**config.mk**
```make
export PLATFORM = sky130hd
export DESIGN_NAME = mul_div_iter
export DESIGN_NICKNAME = d
export VERILOG_FILES = /design/src/rtl/mul_div_iter.sv
export SDC_FILE = /design/constraint.sdc
export NUM_CORES = 1
export LEC_CHECK = 0
export BUFFER_PORTS_ARGS = -buffer_cell sky130_fd_sc_hd__buf_2
export CORE_MARGIN = 2
export CORE_UTILIZATION = 35
export CTS_CLUSTER_DIAMETER = 120
export DETAILED_ROUTE_END_ITERATION = 12
export PLACE_DENSITY = 0.5
export SLEW_MARGIN = 20
export SYNTH_ARGS = -nofsm -noshare
export SYNTH_HDL_FRONTEND = slang
export SYNTH_SLANG_ARGS = --single-unit
```
**constraint.sdc**
```tcl
create_clock -name clk -period 4 [get_ports clk]
set_clock_uncertainty 0.2 [all_clocks]
set_input_delay 0.8 -clock clk [delete_from_list [all_inputs] [get_ports clk]]
set_output_delay 0.8 -clock clk [all_outputs]
set_load 0.02 [all_outputs]
```
**src/rtl/mul_div_iter.sv**
```systemverilog
// Iterative unsigned multiply (shift-add) / divide (restoring) unit, one step per clock.
// Results appear on hi/lo with a one-cycle done pulse; start/busy let the pipeline stall.
module mul_div_iter #(
    parameter int N = 32
) (
    input  logic         clk,
    input  logic         rst,
    input  logic         start,
    input  logic         op,
    input  logic [N-1:0] a,
    input  logic [N-1:0] b,
    output logic         busy,
    output logic         done,
    output logic [N-1:0] lo,
    output logic [N-1:0] hi,
    output logic         dbz
);

    localparam int CW = $clog2(N) + 1;

    typedef enum logic [1:0] {
        IDLE,
        RUN,
        DONE
    } state_t;

    state_t        state;
    logic          op_r;
    logic [N-1:0]  opnd;
    logic [N-1:0]  acc;
    logic [N-1:0]  lsr;
    logic [CW-1:0] cnt;

    logic [N:0]    mul_sum;
    logic [N+1:0]  div_diff;
    logic [N-1:0]  acc_nxt;
    logic [N-1:0]  lsr_nxt;

    // Multiply: acc:lsr is the product shifting right, lsr starts as the multiplier.
    // Divide: acc is the partial remainder, lsr shifts the dividend out and the quotient in.
    // NOTE: every output of this block is assigned on every path, so no latch is inferred.
    always_comb begin
        mul_sum  = {1'b0, acc} + (lsr[0] ? {1'b0, opnd} : '0);
        div_diff = {1'b0, acc, lsr[N-1]} - {2'b00, opnd};
        if (op_r) begin
            acc_nxt = div_diff[N+1] ? {acc[N-2:0], lsr[N-1]} : div_diff[N-1:0];
            lsr_nxt = {lsr[N-2:0], ~div_diff[N+1]};
        end else begin
            acc_nxt = mul_sum[N:1];
            lsr_nxt = {mul_sum[0], lsr[N-1:1]};
        end
    end

    // NOTE: sequential state uses non-blocking assignments so every register samples pre-edge values.
    always_ff @(posedge clk) begin
        if (rst) begin
            state <= IDLE;
            busy  <= 1'b0;
            done  <= 1'b0;
            dbz   <= 1'b0;
            lo    <= '0;
            hi    <= '0;
            op_r  <= 1'b0;
            opnd  <= '0;
            acc   <= '0;
            lsr   <= '0;
            cnt   <= '0;
        end else begin
            done <= 1'b0;
            case (state)
                IDLE, DONE: begin
                    if (start) begin
                        op_r <= op;
                        opnd <= op ? b : a;
                        lsr  <= op ? a : b;
                        acc  <= '0;
                        cnt  <= '0;
                        if (op && (b == '0)) begin
                            // Divide by zero short-circuits straight to a result.
                            state <= DONE;
                            busy  <= 1'b0;
                            done  <= 1'b1;
                            lo    <= '1;
                            hi    <= a;
                            dbz   <= 1'b1;
                        end else begin
                            state <= RUN;
                            busy  <= 1'b1;
                        end
                    end else begin
                        state <= IDLE;
                        busy  <= 1'b0;
                    end
                end
                RUN: begin
                    acc <= acc_nxt;
                    lsr <= lsr_nxt;
                    cnt <= cnt + 1'b1;
                    if (cnt == CW'(N - 1)) begin
                        state <= DONE;
                        busy  <= 1'b0;
                        done  <= 1'b1;
                        hi    <= acc_nxt;
                        lo    <= lsr_nxt;
                        dbz   <= 1'b0;
                    end
                end
                default: begin
                    state <= IDLE;
                    busy  <= 1'b0;
                end
            endcase
        end
    end

endmodule

```
==> results.cfg <==
[run_status]
status = finished, final reports clean

[sta]
max_clock_freq_ghz = 0.259
worst_slew_pin_slew_ns = 0.754
period_share_pct = 96.6
relSlewSlack_pct = 49.7
finalSetupViolations = 0
slew_viol_final = 0
hold_violations = 0
min_period_ns = 3.86
rsz0062_at_grt = false
fin_setup_tns_ns = 0

[worst_setup_path]
cp.arrival_ns = 4.01
startpoint = lsr[31]
startpoint_type = register
cp_cell_sequence = inv_1 > ha_1 > inv_1 > fa_1 > a21o_1 > a221oi_2 > o211a_4 > o31ai_1 > a221o_1 > a21oi_1 > xnor2_1 > nand2_1 > a311o_1 > a211oi_1
critPathMaxFanout = 3
r2r_setup_slack_ns = 0.14
crit_top_cell = inv_1
cp_slowest_stage_delay_ns = 0.44
crit_required_ns = 4.15
endpoint_kind = register
worstSetupPathType = register to register
r2r-start = lsr[31]
cp_slowest_cell = a221oi_2
worst-r2r-cell-count = 14
timing.rr.end = hi[20]

[yosys]
synthTopCellsByArea = dfxtp_1, ha_1, a21oi_1, mux2i_1, nand2_1
synth_top_area_share_pct = 29.2
syn_nets = 1662
yosysUniqueCellTypes = 75
synth_top_flop_cell = dfxtp_1
ys_async_sr_fraction_pct = 0
syn_inst = 1527
synth_warnings = 0
synth_top_cells_by_count = dfxtp_1, nand2_1, nor2_1
synth-seq-cells = 172
synth.yosys.seq_area_share_pct = 29.2
synth.most_common_cell = dfxtp_1
yosysTopAreaCell = dfxtp_1
syn-cell-area_um2 = 11800
synth.avg_cell_area_um2 = 7.73
synth-edff-count = 0

[place]
gp_congestion = 0.887
numPortBuffers = 134
dp_hpwl_um = 32000
place_area_um2 = 13300

[routing]
wl_per_cell_um = 20.1
vias_per_cell = 5.53
vias = 11600
drt_drc_violations_left = 0
drt_wl_total_um = 42200
first_pass_iters = 5
final_antenna_net_count = 0
drt_iter0_drc = 864

[global_route]
grt_pass1_vias = 11100
grt-ovfl-total = 0
grt_max_degree = 131
grt_pass1_wl_um = 66100
antenna_found_initial = 0
grt_use_total_pct = 23.9

[cells_and_area]
post-route-util_pct = 41.6
postLayoutCellArea_um2 = 13900
diodes = 0
final_nets = 1778
drive_gt1_share_pct = 17.8
synthToLayoutAreaGrowth_pct = 17.7
fill_cells = 3539

[power]
p_total_mw = 5.04
pwr-share-clk_pct = 34.5
p_sw_share_pct = 35.4
p_int_mw = 3.26
vdd_ir_drop_max_v = 0.000267
pwr_density_cell_nw_per_um2 = 363
leakage_nw = 5.93
p_switching_mw = 1.79
pwr-share-comb_pct = 26.8
p_seq_share_pct = 38.7

[floorplanning]
floorplan.die.width_um = 188
io_pins = 135
core_um2 = 33400
start_util_pct = 35.4
rows = 67
die_area_um2 = 35200
die_h_um = 188

[cts]
cts_tree = done
cts_max_path_buffers = 2
cts_root_buf = clkbuf_16
worst_skew_pair.late_latency_ns = 0.44
cts_made_buffers = 17
cts-htree-levels = 4
clkSinkCount = 172
clk_pin_slew_ns = 0.07

[min_path]
hold_end = hi[2]
hold_depth = 2
min_from = hi[2]
min_path_type = register to register

[flow_run]
max-cap-violations = 0
-- worst max path at each step --
stage | endpoint | cells past startpoint
after floorplan | hi[20] | 14
after global placement | hi[29] | 13
after detailed placement | hi[29] | 13
after CTS | hi[29] | 13
after global routing | hi[29] | 13
final | hi[20] | 14
-- flip-flops by register name (all words and copies together), names as in the netlist --
| name | cells |
|---|---|
| acc | 32 |
| busy | 1 |
| cnt | 6 |
| dbz | 1 |
| done | 1 |
| hi | 32 |
| lo | 32 |
| lsr | 32 |
| op_r | 1 |
| opnd | 32 |
| state | 2 |
-- worst max-delay path, delay by kind of cell, from the launching register on --
| kind | cells | cell delay [ns] |
|---|---|---|
| buf+inv | 2 | 0.17 |
| simple gates | 1 | 0.09 |
| fa+ha+maj | 2 | 0.61 |
| flops | 1 | 0.31 |
| compound gates | 8 | 2.24 |
| xor+xnor | 1 | 0.16 |
-- final cells by class --
cell class | instances | area (um2) | share of cell area [%]
clock inverters | 14 | 153 | 1.10
flip-flops and latches | 172 | 3450 | 24.8
inverters | 50 | 188 | 1.35
repair buffers | 203 | 1310 | 9.43
clock buffers | 18 | 439 | 3.16
well taps | 448 | 561 | 4.04
multi-input cells | 1199 | 7790 | 56.1
-- metal layers --
| metal | track usage (%) | up-vias | part of all wire (%) |
|---|---|---|---|
| met1 | 35.5 | 5509 | 50 |
| met2 | 36.4 | 323 | 43 |
| met3 | 2.73 | 38 | 4.8 |
| li1 | - | 5761 | - |
| met4 | 6.03 | 0 | 1.7 |
| met5 | 0 | - | 0 |
-- per-stage QoR --
step | hold WS (ns) | std cells | worst slack, ns
after CTS | 0.271 | 2104 | 0.0880
after global placement | 0.244 | 2072 | 0.257
final | 0.272 | 2104 | 0.136
after detailed placement | 0.252 | 2072 | 0.0982
after floorplan | 0.263 | 1527 | 0.691
after global routing | 0.284 | 2104 | 0.0153
-- power by group through the flow --
stage | sequential [mW] | combinational, mW | clock, mW
5_1_grt | 1.97 | 1.48 | 1.84
6_report | 1.95 | 1.35 | 1.74
3_5_place_dp | 1.99 | 1.34 | 0
3_3_place_gp | 1.99 | 1.33 | 0
2_1_floorplan | 2.00 | 0.838 | 0
4_1_cts | 1.95 | 1.35 | 1.77
-- kinds of logic (layout without fill, tap and decap cells) --
logic type | Yosys count | count (layout) | share of synthesized area (%)
muxes | 103 | 103 | 9.10
buffers and inverters | 156 | 285 | 5.07
xor gates and xnor gates | 52 | 52 | 3.86
AOI/OAI and AO/OA | 451 | 451 | 25.4
DFF | 172 | 172 | 29.2
adders and majority gates | 67 | 67 | 7.23
and+or+nand+nor | 526 | 526 | 20.2
-- timing repair --
action,in CTS,in global routing
setup buffers,0,0
hold buffers,0,0
resized for setup,0,1
setup endpoints to repair,0,6
-- cell usage in the layout (no fill, tap or decap), types with 9 or more instances in the layout --
cell type,netlist,routed
mux2_2,34,34
o211ai_1,42,42
buf_2,6,132
a21o_1,39,39
nor3_1,76,76
inv_1,50,50
nand4_1,12,12
nand3_1,11,11
a211oi_1,68,68
buf_4,1,61
clkbuf_16,0,17
buf_12,0,9
xor2_1,17,17
o21bai_1,14,14
mux2i_1,69,69
nor2_1,168,166
o21a_1,9,9
o21ai_0,37,37
nand2_1,168,168
and2_1,34,34
xnor2_1,35,35
ha_1,65,65
dfxtp_1,172,170
a31oi_1,15,15
a21oi_1,153,153
nor4_1,9,9
(Power assumes the default switching activity.)
